--- src/rtl/ptosda_pkg.sv ---
// Shared types and helpers for the ptosda_frame serial framer.
// Latency: n/a (types and constant functions only).
// Backpressure: n/a.
//
// state_t is one-hot; IDLE is also the reset state.
// frame_cycles() gives the accept-edge to data_ready-high distance in sclk
// cycles for a given configuration.
package ptosda_pkg;

   typedef enum logic [4:0] {
      IDLE   = 5'b00001,
      START  = 5'b00010,
      DATA   = 5'b00100,
      PARITY = 5'b01000,
      STOP   = 5'b10000
   } state_t;

   // START (1 half) + data bits (2 halves each) + STOP (2 halves)
   // + bus-free time in IDLE (1 half), plus one bit-time when parity is on.
   function automatic int frame_cycles(input int data_w, input int half_div,
                                       input bit parity_en);
      return half_div * (2 * data_w + 4) + (parity_en ? 2 * half_div : 0);
   endfunction

endpackage

--- src/rtl/ptosda_frame_if.sv ---
// Word handshake and serial line bundle between a parallel source and ptosda_frame.
// Latency: n/a (wires only).
// Backpressure: data is offered with data_valid and taken when data_ready is high.
//
// master: parallel source side (drives data/data_valid, observes the line).
// slave : framer side (drives data_ready, scl, sda, busy, frame_done).
interface ptosda_frame_if #(
   parameter int DATA_W = 4
);
   logic [DATA_W-1:0] data;
   logic              data_valid;
   logic              data_ready;
   logic              scl;
   logic              sda;
   logic              busy;
   logic              frame_done;

   modport master (
      output data, data_valid,
      input  data_ready, scl, sda, busy, frame_done
   );

   modport slave (
      input  data, data_valid,
      output data_ready, scl, sda, busy, frame_done
   );
endinterface

--- src/rtl/ptosda_phase_tick.sv ---
// Half-period timer: pulses tick on the last sclk cycle of every scl half-period.
// Latency: tick is high HALF_DIV cycles after clr drops (combinational from the counter).
// Backpressure: none; clr holds the counter at 0 while the framer waits for a word.
//
// Ports: sclk (clock), rst (sync active-high reset), clr (hold counter at 0),
//        tick (one-cycle pulse when hc == HALF_DIV-1).
module ptosda_phase_tick #(
   parameter int HALF_DIV = 1
) (
   input  logic sclk,
   input  logic rst,
   input  logic clr,
   output logic tick
);
   localparam int              HC_W    = $clog2(HALF_DIV + 1);
   localparam logic [HC_W-1:0] HC_LAST = HC_W'(HALF_DIV - 1);

   logic [HC_W-1:0] hc;

   always_ff @(posedge sclk) begin
      if (rst || clr) begin
         hc <= '0;
      end else if (hc == HC_LAST) begin
         hc <= '0;
      end else begin
         hc <= hc + HC_W'(1);
      end
   end

   // Suppressed while clr is high so the first phase after acceptance is full length.
   assign tick = !clr && (hc == HC_LAST);

endmodule

--- src/rtl/ptosda_frame.sv ---
// Parallel-to-serial framer: one DATA_W word -> START, data bits, optional parity, STOP on scl/sda.
// Latency: accept edge to data_ready high = HALF_DIV*(2*DATA_W+4) (+2*HALF_DIV with parity).
// Backpressure: data_ready drops at acceptance and returns after the frame and bus-free time.
//
// Ports: sclk (clock), rst (sync active-high reset), bus (ptosda_frame_if slave:
//        data/data_valid/data_ready handshake, scl/sda line, busy, frame_done).
// All outputs come straight from flops.
module ptosda_frame
   import ptosda_pkg::*;
#(
   parameter int DATA_W     = 4,
   parameter int HALF_DIV   = 1,
   parameter int LSB_FIRST  = 0,
   parameter int PARITY_EN  = 0,
   parameter int PARITY_ODD = 0
) (
   input  logic            sclk,
   input  logic            rst,
   ptosda_frame_if.slave   bus
);
   localparam int              BC_W         = $clog2(DATA_W + 1);
   localparam logic [BC_W-1:0] BC_LAST      = BC_W'(DATA_W);
   localparam int              FRAME_CYCLES = frame_cycles(DATA_W, HALF_DIV, PARITY_EN != 0);

   state_t            state;
   logic              high_q;     // 0: low half of a bit slot, 1: high half
   logic [DATA_W-1:0] shreg;      // next bit to send is always the MSB
   logic              par_q;
   logic [BC_W-1:0]   bc;         // data bits already placed on sda
   logic              scl_q;
   logic              sda_q;
   logic              rdy_q;
   logic              busy_q;
   logic              done_q;

   logic              tick;
   logic              clr;
   logic [DATA_W-1:0] data_ord;
   logic              par_in;

   // Reversing the word for LSB-first lets the shifter always send from the top.
   always_comb begin
      data_ord = bus.data;
      if (LSB_FIRST != 0) begin
         for (int i = 0; i < DATA_W; i++) begin
            data_ord[i] = bus.data[DATA_W-1-i];
         end
      end
   end

   assign par_in = (^bus.data) ^ (PARITY_ODD != 0);

   // The half-period timer idles at 0 while waiting for a word, so the START
   // phase begins with a fresh count on the accept edge.
   assign clr = (state == IDLE) && rdy_q;

   ptosda_phase_tick #(
      .HALF_DIV (HALF_DIV)
   ) u_tick (
      .sclk (sclk),
      .rst  (rst),
      .clr  (clr),
      .tick (tick)
   );

   always_ff @(posedge sclk) begin
      if (rst) begin
         state  <= IDLE;
         high_q <= 1'b0;
         shreg  <= '0;
         par_q  <= 1'b0;
         bc     <= '0;
         scl_q  <= 1'b1;
         sda_q  <= 1'b1;
         rdy_q  <= 1'b1;
         busy_q <= 1'b0;
         done_q <= 1'b0;
      end else begin
         done_q <= 1'b0;
         unique case (state)
            IDLE: begin
               if (!rdy_q) begin
                  // Bus-free time after STOP before the next word is taken.
                  if (tick) begin
                     rdy_q <= 1'b1;
                  end
               end else if (bus.data_valid) begin
                  state  <= START;
                  sda_q  <= 1'b0;        // sda falls with scl still high
                  rdy_q  <= 1'b0;
                  busy_q <= 1'b1;
                  shreg  <= data_ord;
                  par_q  <= par_in;
                  bc     <= '0;
               end
            end

            START: begin
               if (tick) begin
                  state  <= DATA;
                  high_q <= 1'b0;
                  scl_q  <= 1'b0;
                  sda_q  <= shreg[DATA_W-1];
                  shreg  <= shreg << 1;
                  bc     <= bc + BC_W'(1);
               end
            end

            DATA: begin
               if (tick) begin
                  if (!high_q) begin
                     high_q <= 1'b1;
                     scl_q  <= 1'b1;
                  end else if (bc == BC_LAST) begin
                     high_q <= 1'b0;
                     scl_q  <= 1'b0;
                     if (PARITY_EN != 0) begin
                        state <= PARITY;
                        sda_q <= par_q;
                     end else begin
                        state <= STOP;
                        sda_q <= 1'b0;
                     end
                  end else begin
                     // sda only moves together with the scl fall.
                     high_q <= 1'b0;
                     scl_q  <= 1'b0;
                     sda_q  <= shreg[DATA_W-1];
                     shreg  <= shreg << 1;
                     bc     <= bc + BC_W'(1);
                  end
               end
            end

            PARITY: begin
               if (tick) begin
                  if (!high_q) begin
                     high_q <= 1'b1;
                     scl_q  <= 1'b1;
                  end else begin
                     state  <= STOP;
                     high_q <= 1'b0;
                     scl_q  <= 1'b0;
                     sda_q  <= 1'b0;
                  end
               end
            end

            STOP: begin
               if (tick) begin
                  if (!high_q) begin
                     high_q <= 1'b1;
                     scl_q  <= 1'b1;
                  end else begin
                     // sda rises with scl high; data_ready waits for bus-free time.
                     state  <= IDLE;
                     high_q <= 1'b0;
                     sda_q  <= 1'b1;
                     busy_q <= 1'b0;
                     done_q <= 1'b1;
                  end
               end
            end

            default: begin
               state <= IDLE;
            end
         endcase
      end
   end

   assign bus.data_ready = rdy_q;
   assign bus.scl        = scl_q;
   assign bus.sda        = sda_q;
   assign bus.busy       = busy_q;
   assign bus.frame_done = done_q;

   // Cycles since data_ready last dropped; only observed by the checks below.
   logic [15:0] len_cnt;

   always_ff @(posedge sclk) begin
      if (rst || rdy_q) begin
         len_cnt <= '0;
      end else begin
         len_cnt <= len_cnt + 16'd1;
      end
   end

   // A complete frame always takes exactly FRAME_CYCLES from accept to ready.
   a_frame_len: assert property (@(posedge sclk) disable iff (rst)
      ($rose(rdy_q) && (len_cnt != 16'd0)) |-> (len_cnt == 16'(FRAME_CYCLES)));

   // While a bit is on the line, sda is frozen for the whole scl-high half.
   a_sda_stable: assert property (@(posedge sclk) disable iff (rst)
      (!$past(rst) && $past(scl_q) && scl_q &&
       ($past(state) == DATA || $past(state) == PARITY)) |-> (sda_q == $past(sda_q)));

endmodule
--- src/flat_wrapper.sv ---
// flat-port wrapper written by rule: the top's interface ports become plain ports
module ptosda_frame_flat import ptosda_pkg::*;
#(
   parameter int DATA_W     = 4,
   parameter int HALF_DIV   = 1,
   parameter int LSB_FIRST  = 0,
   parameter int PARITY_EN  = 0,
   parameter int PARITY_ODD = 0
)
  (sclk, rst, bus_data, bus_data_valid, bus_data_ready, bus_scl, bus_sda, bus_busy, bus_frame_done);
  ptosda_frame_if #(.DATA_W(DATA_W)) bus_i ();
  input  logic sclk;
  input  logic rst;
  input wire logic [$bits(bus_i.data)-1:0] bus_data;
  input wire logic [$bits(bus_i.data_valid)-1:0] bus_data_valid;
  output wire logic [$bits(bus_i.data_ready)-1:0] bus_data_ready;
  output wire logic [$bits(bus_i.scl)-1:0] bus_scl;
  output wire logic [$bits(bus_i.sda)-1:0] bus_sda;
  output wire logic [$bits(bus_i.busy)-1:0] bus_busy;
  output wire logic [$bits(bus_i.frame_done)-1:0] bus_frame_done;
  assign bus_i.data = bus_data;
  assign bus_i.data_valid = bus_data_valid;
  assign bus_data_ready = bus_i.data_ready;
  assign bus_scl = bus_i.scl;
  assign bus_sda = bus_i.sda;
  assign bus_busy = bus_i.busy;
  assign bus_frame_done = bus_i.frame_done;
  ptosda_frame #(.DATA_W(DATA_W), .HALF_DIV(HALF_DIV), .LSB_FIRST(LSB_FIRST), .PARITY_EN(PARITY_EN), .PARITY_ODD(PARITY_ODD)) u_core (.sclk(sclk), .rst(rst), .bus(bus_i));
endmodule
--- config.mk ---
export PLATFORM = sky130hd
export DESIGN_NAME = ptosda_frame_flat
export DESIGN_NICKNAME = d
export VERILOG_FILES = /design/src/rtl/ptosda_pkg.sv /design/src/rtl/ptosda_frame_if.sv /design/src/rtl/ptosda_phase_tick.sv /design/src/rtl/ptosda_frame.sv /design/src/flat_wrapper.sv
export SDC_FILE = /design/constraint.sdc
export NUM_CORES = 1
export LEC_CHECK = 0
export BUFFER_PORTS_ARGS = -buffer_cell sky130_fd_sc_hd__buf_4
export CELL_PAD_IN_SITES_DETAIL_PLACEMENT = 0
export CELL_PAD_IN_SITES_GLOBAL_PLACEMENT = 1
export CORE_ASPECT_RATIO = 2
export CORE_UTILIZATION = 39
export CTS_CLUSTER_SIZE = 10
export DETAILED_ROUTE_END_ITERATION = 16
export GPL_TIMING_DRIVEN = 0
export PLACE_DENSITY = 0.72
export SKIP_CTS_REPAIR_TIMING = 1
export SLEW_MARGIN = 30
export SYNTH_ARGS = -nofsm -noshare
export SYNTH_HDL_FRONTEND = slang
export SYNTH_HIERARCHICAL = 1
export SYNTH_SLANG_ARGS = --single-unit
--- constraint.sdc ---
create_clock -name sclk -period 2.23 [get_ports sclk]
set_input_delay 0 -clock sclk [delete_from_list [all_inputs] [get_ports sclk]]
set_output_delay 0 -clock sclk [all_outputs]
set_load 0.01 [all_outputs]
== Word-level counts from Yosys, hierarchy flattened ==
Cells that the tools add are included.

* Bits in registers: 19
* Bits of input ports: 7
* Output and inout bits: 5

* Add/subtract/negate cells: 2
* Eq/ne operators: 20
* Muxes and demuxes: 50
* Bitwise operators: 3
* Reductions and logical operators: 19

{| class="wikitable"
|+ Operators by type and width
! operator !! number
|-
| $mux 5 || 10
|-
| $pmux 5 s5 || 1
|-
| $mux 4 || 6
|-
| $ne 2x1->1 const B || 11
|-
| $mux 1 || 21
|-
| $reduce_and 10->1 || 2
|-
| $mux 3 || 6
|-
| $pmux 4 s3 || 1
|-
| $reduce_and 5->1 || 2
|-
| $pmux 3 s3 || 1
|-
| $reduce_and 7->1 || 1
|-
| $ne 2x2->1 const B || 3
|-
| $reduce_bool 3->1 || 2
|-
| $reduce_or 3->1 || 2
|-
| $eq 5x1->1 const B || 1
|-
| $eq 5x2->1 const B || 1
|-
| $eq 5x3->1 const B || 1
|-
| $eq 5x4->1 const B || 1
|-
| $eq 5x5->1 const B || 1
|-
| $pmux 1 s5 || 1
|-
| $reduce_bool 5->1 || 1
|-
| $pmux 1 s2 || 2
|-
| $reduce_bool 2->1 || 2
|-
| $reduce_or 2->1 || 2
|-
| 9 further kinds || 12
|}

== Logic depth before layout (Yosys ltp) ==
Gate-level depths: netlist of run 1.

* Depth after elaboration: 6
* Gate-level depth with buffers: 9
* Gate-level depth less buffers: 8

== Modules after synthesis ==
Netlist of run 1, hierarchy kept.

{| class="wikitable"
|+ Modules (own cells, without submodules)
! module !! instances !! cells each !! area each (um2) !! seq. area each (um2)
|-
| ptosda_frame || 1 || 116 || 1,038.5 || 340.3
|-
| ptosda_phase_tick || 1 || 3 || 27.5 || 20.0
|}

== Worst setup path before layout of run 1 ==
No wires, ideal clock.

* Path type: register to register
* From: register u_core.state[1]
* To: register u_core.shreg[0]
* Arrival: 2.005 ns
* Setup slack: 0.154 ns
* Cell stages (with the launch flop): 10
* Buffers on the path: 1
* Cells stage by stage: dfxtp_1 -> buf_4 -> nor4b_2 -> and2_1 -> nor2_1 -> nand2b_1 -> nor4b_4 -> o31ai_4 -> or2_1 -> a21oi_1

* Word-level cells in the longest chain between the ends: 6

{| class="wikitable"
|+ Ends and longest elaborated chain
! what !! line !! text
|-
| start: declaration || ptosda_frame.sv:25 || <nowiki>state_t state;</nowiki>
|-
| start signal: assignment || ptosda_frame.sv:68 || <nowiki>state <= IDLE;</nowiki>
|-
| start signal: assignment || ptosda_frame.sv:88 || <nowiki>state <= START;</nowiki>
|-
| start signal: assignment || ptosda_frame.sv:100 || <nowiki>state <= DATA;</nowiki>
|-
| $eq 5x1->1 * || ptosda_frame.sv:55 || <nowiki>assign clr = (state == IDLE) && rdy_q;</nowiki>
|-
| $logic_and 1x1->1 * || ptosda_frame.sv:55 ||
|-
| via u_core.clr || ptosda_frame.sv:37 || <nowiki>logic clr;</nowiki>
|-
| $logic_not 1->1 * || ptosda_phase_tick.sv:31 || <nowiki>assign tick = !clr && (hc == HC_LAST);</nowiki>
|-
| $logic_and 1x1->1 * || ptosda_phase_tick.sv:31 ||
|-
| via u_core.tick || ptosda_frame.sv:36 || <nowiki>logic tick;</nowiki>
|-
| $ne 2x1->1 (no line) || n/a ||
|-
| $reduce_and 7->1 (no line) * || n/a ||
|-
| end signal: assignment || ptosda_frame.sv:92 || <nowiki>shreg <= data_ord;</nowiki>
|-
| end signal: assignment || ptosda_frame.sv:104 || <nowiki>shreg <= shreg << 1;</nowiki>
|-
| end signal: assignment || ptosda_frame.sv:129 || <nowiki>shreg <= shreg << 1;</nowiki>
|-
| end: declaration || ptosda_frame.sv:27 || <nowiki>logic [DATA_W-1:0] shreg;</nowiki>
|}

Mark *: on every way through the listed nets, which the timed path passes. The rest lies on a longest branch.
A chain may end at the register's enable or synchronous reset.

== Worst setup path after layout of run 1 ==
* From: register u_core.state[2]
* To: register u_core.state[4]

* Word-level cells in the longest chain between the ends: 6

{| class="wikitable"
|+ Ends and longest elaborated chain
! what !! line
|-
| $eq 5x1->1 * || ptosda_frame.sv:55
|-
| $logic_and 1x1->1 * || ptosda_frame.sv:55
|-
| via u_core.clr || ptosda_frame.sv:37
|-
| $logic_not 1->1 * || ptosda_phase_tick.sv:31
|-
| $logic_and 1x1->1 * || ptosda_phase_tick.sv:31
|-
| via u_core.tick || ptosda_frame.sv:36
|-
| $ne 2x1->1 (no line) || n/a
|-
| $reduce_and 10->1 (no line) * || n/a
|}

Marked as above.

==> impl_metrics.tcl, run 1 <==
set metrics [dict create \
    dpl.hpwl_mm 1.80 \
    clkPwrFrac 0.268 \
    start_util 0.415 \
    power.total_uw 1000 \
    outcome "finished clean" \
    post_drt_wl_per_cell_um 14.9 \
    vias 898 \
    track_usage 0.184 \
    place_congestion 0.873 \
    synth_edf_count 0 \
    clkLatencyLatePin_ps 250 \
    drt_first_pass_iters 4 \
    combinationalPowerShare 0.356 \
    hold_viol_final 0 \
    slowest_delay_ps 340 \
    clk_pin_slew_ps 70 \
    vias_per_cell 5.48 \
    syn_area_um2 1070 \
    yosysSeqAreaShare 0.338 \
    crit_fanout 10 \
    p_int_uw 696 \
    worstPathArrival_ps 2270 \
    die_w_um 39.0 \
    final_cell_mix "19 x nor2_1, 16 x dfxtp_1, 12 x buf_4, 8 x a21oi_1, 7 x nand2_1" \
    startpoint_type "flop" \
    cts_sinks 18 \
    grt_max_degree 11 \
    fill_cells 259 \
    crit_path_end_kind "flop" \
    swShare 0.307 \
    syn_avg_cell_area_um2 8.96 \
    drt_iter0_drc 21 \
    clk_path_buf_depth 2 \
    hold_path.class "primary input to flop" \
    diodes 0 \
    utilization 0.505 \
    skew_ps 3.98 \
    syn_inst 119 \
    die_y_um 75.9 \
    detail-route-antenna-nets 0 \
    ios 12 \
    setup_violations 0 \
    wirelength_mm 2.44 \
    period_share 0.959 \
    path_delay_family "simple AND/OR/NAND/NOR gates" \
    dpl_cell_area_um2 1180 \
    criticalPathCategory "flop to flop" \
    crit_buf_inv 1 \
    numCtsBuffers 3 \
    top_layer_used "met4" \
    final-seq-area_um2 363 \
    yosys_warnings 6 \
    grt.overflow.total 0 \
    power.switching_uw 308 \
    wl_met2_mm 1.40 \
    layout.nets 146 \
    maxSlewHeadroom 0.682 \
    root_buffer "clkbuf_8" \
    tightestPinTransition_ps 465 \
    power_density_nw_per_um2 773 \
    ys.flop_type "dfxtp_1" \
    grt_antenna_before_repair 0 \
    cp_slowest_cell "nor4b_4" \
    die-area_um2 2960 \
    cts_tree "yes" \
    ir_drop_mv 0.375 \
    row_count 26 \
    grt_pass1_vias 889 \
    drv_cap 0 \
    wl_met3_um 38 \
    whs_ps 73.1 \
    port_buffers 10 \
    p_leak_uw 0.000537 \
    final_common_cell "nor2_1" \
    syn_nets 128 \
    min_period_ps 2140 \
    core_um2 2570 \
    slew_violations 0 \
    finalSetupTns_ps 0 \
    clock.fmax_ghz 0.468 \
    wl_met1_um 950 \
    multiInputGateArea_um2 663 \
    grt_pass1_wl_mm 3.92 \
    drive_gt1_frac 0.294 \
    ys_async_sr_fraction 0 \
    drcViolationCount 0 \
    worstPathRequired_ps 2360 \
    cts_max_level 1 \
    finish.instance_area_um2 1300 \
    ys_types 46 \
    ys_seq_elements 18 \
    area_growth_pct 21.8 \
    crit_chain "buf_6 -> nor4b_4 -> and2_1 -> nor2_4 -> a211o_1 -> o22ai_4 -> or2_4 -> mux2i_1 -> nor2_1" \
    seqPwrFrac 0.377 \
]
## metrics by stage
stage	setup WS, ps	std cells
floorplan	154	119
global placement	-196	157
detailed placement	-256	157
CTS	-267	161
global route	-4.44	164
finish	91.5	164
## flip-flops by register name (all words and copies together) (netlist names)
register / count
u_core/high_q: 1
u_core/bus.sda: 1
u_core/u_tick/hc: 1
u_core/bus.scl: 1
u_core/shreg: 4
u_core/bus.frame_done: 1
u_core/bus.data_ready: 1
u_core/bus.busy: 1
u_core/state: 4
u_core/bc: 3
## worst min-delay path: stages
cell and delay (ps):
buf_4 110, nand2_1 40, or2_1 80, a21oi_1 50
## cells in the mapped netlist (2+ instances only)
cell,number,area [um2]
a21o_1,2,15.0
a21oi_1,8,40.0
and2_1,2,12.5
buf_6,2,22.5
clkbuf_1,4,15.0
dfxtp_1,18,360
ha_1,2,25.0
inv_1,5,18.8
mux2_4,3,45.0
mux2i_1,6,60.1
nand2_1,7,26.3
nand2b_1,2,12.5
nand3_1,2,10.0
nor2_1,20,75.1
nor3_1,2,10.0
nor3b_2,2,25.0
o21ai_0,2,10.0
o22ai_1,2,12.5
## power by group through the flow
stage	Clock (uW)	Sequential [uW]	Combinational [uW]
detailed placement	0	384	297
CTS	280	376	299
finish	269	378	357
global placement	0	381	296
global route	296	381	380
floorplan	0	384	220
## worst paths after layout
kind	start	to	slack, ps	cells past startpoint
max	u_core/state[2]$_SDFFE_PP0P_	u_core/state[4]$_SDFFE_PP0P_	90	9
min reg2reg	u_core/shreg[0]$_SDFFE_PP0P_	u_core/shreg[0]$_SDFFE_PP0P_	450	2
min	bus_data[0]	u_core/shreg[0]$_SDFFE_PP0P_	70	4
max reg2reg	u_core/state[2]$_SDFFE_PP0P_	u_core/state[4]$_SDFFE_PP0P_	90	9
## cells by family (layout without fill, tap and decap cells)
| kind of cell | after synthesis | in the layout | share of synthesized area |
|---|---|---|---|
| fa+ha+maj | 2 | 2 | 0.0235 |
| xor+xnor | 2 | 2 | 0.0235 |
| simple gates | 51 | 51 | 0.290 |
| buf+inv | 13 | 30 | 0.0645 |
| mux | 9 | 9 | 0.0986 |
| other cells | 1 | 1 | 0.00352 |
| compound gates | 23 | 23 | 0.158 |
| flops | 18 | 18 | 0.338 |
## per-layer routing
| metal | GRT usage | up-vias |
|---|---|---|
| li1 | - | 447 |
| met4 | 0.0897 | 0 |
| met5 | 0 | - |
| met3 | 0.0263 | 4 |
| met1 | 0.181 | 433 |
| met2 | 0.335 | 14 |
## area by class of cell
class / count / share of cell area
Timing Repair Buffer: 13 / 0.0848
Buffer: 8 / 0.0414
Clock buffer: 4 / 0.0424
Tap cell: 28 / 0.0270
Sequential cell: 18 / 0.279
Inverter: 5 / 0.0145
Multi-Input combinational cell: 88 / 0.511
Power figures use the tool's default switching activity.
==> run 2, diff against run 1 <==
Settings changed: CELL_PAD_IN_SITES_DETAIL_PLACEMENT 0 to 2, CELL_PAD_IN_SITES_GLOBAL_PLACEMENT 1 to 2, CORE_UTILIZATION 39 to 31, PLACE_DENSITY 0.72 to 0.71.
==> run 2 against run 1 <==
Against the previous run: sequential cell count did not move; largest power group is now combinational cells; die area rose by 25%; routed wire length rose by 25%; sequential share of layout area fell by 0.98 points; combinational power rose by 9.0%; worst hold slack got worse by 5.2 ps; largest cell class unchanged; critical path type unchanged.
==> impl_metrics.tcl, run 2 (synthesis results as in run 1) <==
set metrics [dict create \
    crit_top_cell "nor4b_4" \
    crit_fanout 8 \
    diodes 0 \
    finish.instance_area_um2 1360 \
    layout.nets 152 \
    whs_ps 67.9 \
    drt_iter0_drc 14 \
    wirelength_mm 3.04 \
    final_common_cell "nor2_1" \
    die-area_um2 3690 \
    power.total_uw 1050 \
    crit_path_end_kind "flop" \
    drcViolationCount 0 \
    maxSlewHeadroom 0.658 \
    cp_slowest_cell "nor4b_4" \
    startpoint_type "flop" \
    worstPathArrival_ps 2330 \
    outcome "finished clean" \
    area_growth_pct 27.1 \
    grt_antenna_before_repair 0 \
    cts_max_level 1 \
    track_usage 0.183 \
    worstPathRequired_ps 2440 \
    min_path_cells 4 \
    detail-route-antenna-nets 0 \
    crit_chain "buf_6 -> nor4b_4 -> and2_1 -> nor2_4 -> nand2b_4 -> nor4b_4 -> o31ai_4 -> buf_12 -> or2_1 -> a21oi_2" \
    tightestPinTransition_ps 500 \
    reg2regPathDepth 10 \
    cts_tree "yes" \
    grt_pass1_vias 988 \
    vias 939 \
    drv_cap 0 \
    clk_path_buf_depth 2 \
    port_buffers 10 \
    row_count 29 \
    utilization 0.420 \
    min_period_ps 2120 \
    ir_drop_mv 0.375 \
    criticalPathCategory "flop to flop" \
    drive_gt1_frac 0.331 \
    hold_path.class "primary input to flop" \
    grt.overflow.total 0 \
    setup_violations 0 \
    clock.fmax_ghz 0.471 \
    die_y_um 84.9 \
    dpl_cell_area_um2 1180 \
    slowest_delay_ps 350 \
    rsz0062_at_grt "false" \
    grt_pass1_wl_mm 4.91 \
    die_w_um 43.5 \
    cts_sinks 18 \
    clk_pin_slew_ps 80 \
    dpl.hpwl_mm 2.30 \
    top_regs "u_core/shreg: 4 flops, u_core/state: 4 flops, u_core/bc: 3 flops" \
    hold_viol_final 0 \
    p_leak_uw 0.000578 \
    start_util 0.330 \
    numCtsBuffers 3 \
    period_share 0.953 \
    skew_ps 7.63 \
    drt_first_pass_iters 3 \
    place_congestion 0.770 \
    slew_violations 0 \
    post_drt_wl_per_cell_um 17.6 \
    clkLatencyLatePin_ps 270 \
    vias_per_cell 5.43 \
    root_buffer "clkbuf_8" \
    core_um2 3230 \
    power_density_nw_per_um2 777 \
    ios 12 \
    grt_max_degree 11 \
    finalSetupTns_ps 0 \
    final_cell_mix "19 x nor2_1, 18 x buf_4, 16 x dfxtp_1, 7 x nand2_1, 7 x a21oi_1" \
]
[run 2: cell count changes in the layout (fill, tap and decap cells not counted)]
| cell | delta |
|---|---|
| buf_8 | +1 |
| a21oi_1 | -1 |
| nand2b_4 | +1 |
| o22ai_4 | -1 |
| nand2b_2 | -1 |
| dfxtp_2 | -1 |
| a21oi_2 | +1 |
| dfxtp_4 | +1 |
| o22ai_2 | +1 |
| buf_6 | -1 |
| buf_4 | +6 |
[run 2: worst max-delay path, delay by kind of cell, from the launching register on]
kind / cells / cell delay [ps]
simple gates: 6 / 1180
flops: 1 / 330
buf+inv: 2 / 300
compound gates: 2 / 250
[run 2: metrics by stage]
| stage | std cells | setup WS, ps |
|---|---|---|
| CTS | 164 | -408 |
| global route | 173 | 18.0 |
| finish | 173 | 105 |
| global placement | 160 | -260 |
| detailed placement | 160 | -384 |
| floorplan | 119 | 154 |
[run 2: where the power goes]
group          switching, uW  internal [uW]  leakage, uW
clock                    126            158    0.0000288
combinational            188            201     0.000401
sequential              24.3            355     0.000149
total                    339            714     0.000578
[run 2: final timing paths]
path	startpoint	endpoint	slack, ps
hold / removal	bus_data[0]	u_core/shreg[0]$_SDFFE_PP0P_	70
setup reg to reg	u_core/state[2]$_SDFFE_PP0P_	u_core/shreg[0]$_SDFFE_PP0P_	110
hold reg to reg	u_core/shreg[0]$_SDFFE_PP0P_	u_core/shreg[0]$_SDFFE_PP0P_	480
setup / recovery	u_core/state[2]$_SDFFE_PP0P_	u_core/shreg[0]$_SDFFE_PP0P_	110
[run 2: layout make-up]
cell class / instances / area [um2]
plain buffers: 8 / 57.6
clock buffers: 4 / 55.1
fillers: 367 / 1870
inverters: 5 / 18.8
flip-flops and latches: 18 / 365
well taps: 31 / 38.8
multi-input cells: 88 / 664
repair buffers: 19 / 155
[run 2: layer usage]
layer	GRT usage	up-vias	wire length, um
li1	-	459	-
met4	0.0852	0	60
met2	0.353	9	1810
met3	0.0255	5	44
met5	0	-	0
met1	0.179	466	1130
==> run 3, diff against run 2 <==
Settings changed: BUFFER_PORTS_ARGS -buffer_cell sky130_fd_sc_hd__buf_4 to not set, CORE_UTILIZATION 31 to 36, CTS_BUF_LIST set to sky130_fd_sc_hd__clkbuf_4 sky130_fd_sc_hd__clkbuf_8, DONT_BUFFER_PORTS set to 1, PLACE_DENSITY 0.71 to 0.75.
==> run 3 against run 2 <==
Against the previous run: routed wire length fell by 7.0%; worst hold slack got worse by 62 ps; fmax increased by 0.83%; utilization increased by 2.6 points; register-to-register slack improved by 20 ps; sequential cell count is the same; non-clock buffer count down 16; clock skew is 1.8 ps higher; via count decreased by 5.8%; global-route usage up 2.5 points; critical endpoint unchanged; largest power group is now sequential cells; design area fell by 9.0%; cell count shrank 10%.
==> impl_metrics.tcl, run 3 (synthesis results as in run 1) <==
set metrics [dict create \
    final_cell_mix "19 x nor2_1, 17 x dfxtp_1, 8 x a21oi_1, 7 x nand2_1, 6 x mux2i_1" \
    min_path_cells 3 \
    crit_path_start "u_core/state[1]$_SDFFE_PP0P_" \
    ios 12 \
    die_y_um 79.0 \
    min_period_ps 2110 \
    dp_slack_ps -336 \
    reg2regPathDepth 10 \
    final_cells 155 \
    use_met2 0.389 \
    tightestPinTransition_ps 615 \
    clk_path_buf_depth 2 \
    p_leak_uw 0.000500 \
    swShare 0.319 \
    grt_antenna_before_repair 0 \
    wirelength_mm 2.83 \
    grt_max_degree 11 \
    hold_end "u_core/shreg[3]$_SDFFE_PP0P_" \
    multiInputGateArea_um2 671 \
    period_share 0.945 \
    drt_first_pass_iters 4 \
    grt.overflow.total 0 \
    grt.busiest_layer "met2" \
    port_buffers 0 \
    crit_fanout 10 \
    top_regs "u_core/shreg: 4 flops, u_core/state: 4 flops, u_core/bc: 3 flops" \
    fin_ws_ps 123 \
    setup_violations 0 \
    slew_violations 0 \
    worstHoldStart "bus_data[3]" \
    vias 885 \
    seqPwrFrac 0.383 \
    combinationalPowerShare 0.342 \
    clk_pin_slew_ps 80 \
    power_density_nw_per_um2 818 \
    fill_cells 319 \
    die_w_um 40.5 \
    clkLatencyLatePin_ps 260 \
    rsz0062_at_grt "false" \
    crit_path_end_kind "flop" \
    whs_ps 5.79 \
    grt_pass1_wl_mm 4.55 \
    final_common_cell "nor2_1" \
    cts_sinks 18 \
    clkPwrFrac 0.275 \
    final-seq-area_um2 362 \
    dpl.hpwl_mm 2.15 \
    outcome "finished clean" \
    dp.cells 148 \
    r2r_end "u_core/shreg[0]$_SDFFE_PP0P_" \
    maxSlewHeadroom 0.580 \
    hold_viol_final 0 \
    place_congestion 0.821 \
    drive_gt1_frac 0.238 \
    skew_ps 9.42 \
    cts_max_level 1 \
    row_count 27 \
    die-area_um2 3200 \
    start_util 0.385 \
    criticalPathCategory "flop to flop" \
    startpoint_type "flop" \
    ir_drop_mv 0.478 \
    root_buffer "clkbuf_8" \
    worstPathRequired_ps 2430 \
    worstPathArrival_ps 2310 \
    detail-route-antenna-nets 0 \
    drv_cap 0 \
    clock.fmax_ghz 0.475 \
    grt_pass1_vias 959 \
    core_um2 2770 \
    p_int_uw 687 \
    gr-usage-met3 0.0251 \
    vias_per_cell 5.71 \
    diodes 0 \
    r2r-start "u_core/state[1]$_SDFFE_PP0P_" \
    power.total_uw 1010 \
    area_growth_pct 15.7 \
    finalSetupTns_ps 0 \
    power.switching_uw 322 \
    hold_path.class "primary input to flop" \
    grtUsageMet1 0.207 \
    drt_iter0_drc 17 \
    track_usage 0.208 \
    drcViolationCount 0 \
    numCtsBuffers 3 \
    post_drt_wl_per_cell_um 18.3 \
    layout.nets 136 \
    cts_tree "yes" \
    ff2ff_setup_slack_ps 120 \
]
run 3: how the worst max path moves through the flow:
| stage | to | cells after the start |
|---|---|---|
| 2_1_floorplan | u_core/shreg[0]$_SDFFE_PP0P_ | 9 |
| 3_3_place_gp | u_core/shreg[0]$_SDFFE_PP0P_ | 9 |
| 3_5_place_dp | u_core/shreg[0]$_SDFFE_PP0P_ | 9 |
| 4_1_cts | u_core/shreg[0]$_SDFFE_PP0P_ | 9 |
| 5_1_grt | u_core/shreg[0]$_SDFFE_PP0P_ | 10 |
| 6_report | u_core/shreg[0]$_SDFFE_PP0P_ | 10 |
run 3: power by group through the flow:
| stage | sequential (uW) | combinational, uW | clock, uW |
|---|---|---|---|
| 3_3_place_gp | 390 | 267 | 0 |
| 2_1_floorplan | 384 | 220 | 0 |
| 5_1_grt | 392 | 374 | 296 |
| 6_report | 386 | 346 | 277 |
| 3_5_place_dp | 392 | 275 | 0 |
| 4_1_cts | 385 | 279 | 287 |
run 3: through the flow:
step | area, um2 | util
finish | 1230 | 0.445
global route | 1230 | 0.445
CTS | 1160 | 0.418
detailed placement | 1100 | 0.398
global placement | 1100 | 0.398
floorplan | 1070 | -
run 3: per-layer routing:
| layer | up-vias | share of wire |
|---|---|---|
| li1 | 423 | - |
| met1 | 450 | 0.36 |
| met2 | 8 | 0.61 |
| met3 | 4 | 0.011 |
| met4 | 0 | 0.015 |
| met5 | - | 0 |
run 3: layout make-up:
cell class	instances	area share
plain buffers	8	0.0436
clock buffers	4	0.0446
inverters	5	0.0152
multi-input cells	88	0.544
flip-flops and latches	18	0.293
well taps	29	0.0294
repair buffers	3	0.0304
run 3: worst max-delay path: stages (launching register included):
cell and delay (ps):
dfxtp_2 370, buf_6 160, nor4b_4 50, and2_4 170
nor2_4 240, nand2b_4 110, nor4b_4 310, o31ai_4 110
buf_12 160, or2_1 220, a21oi_1 130
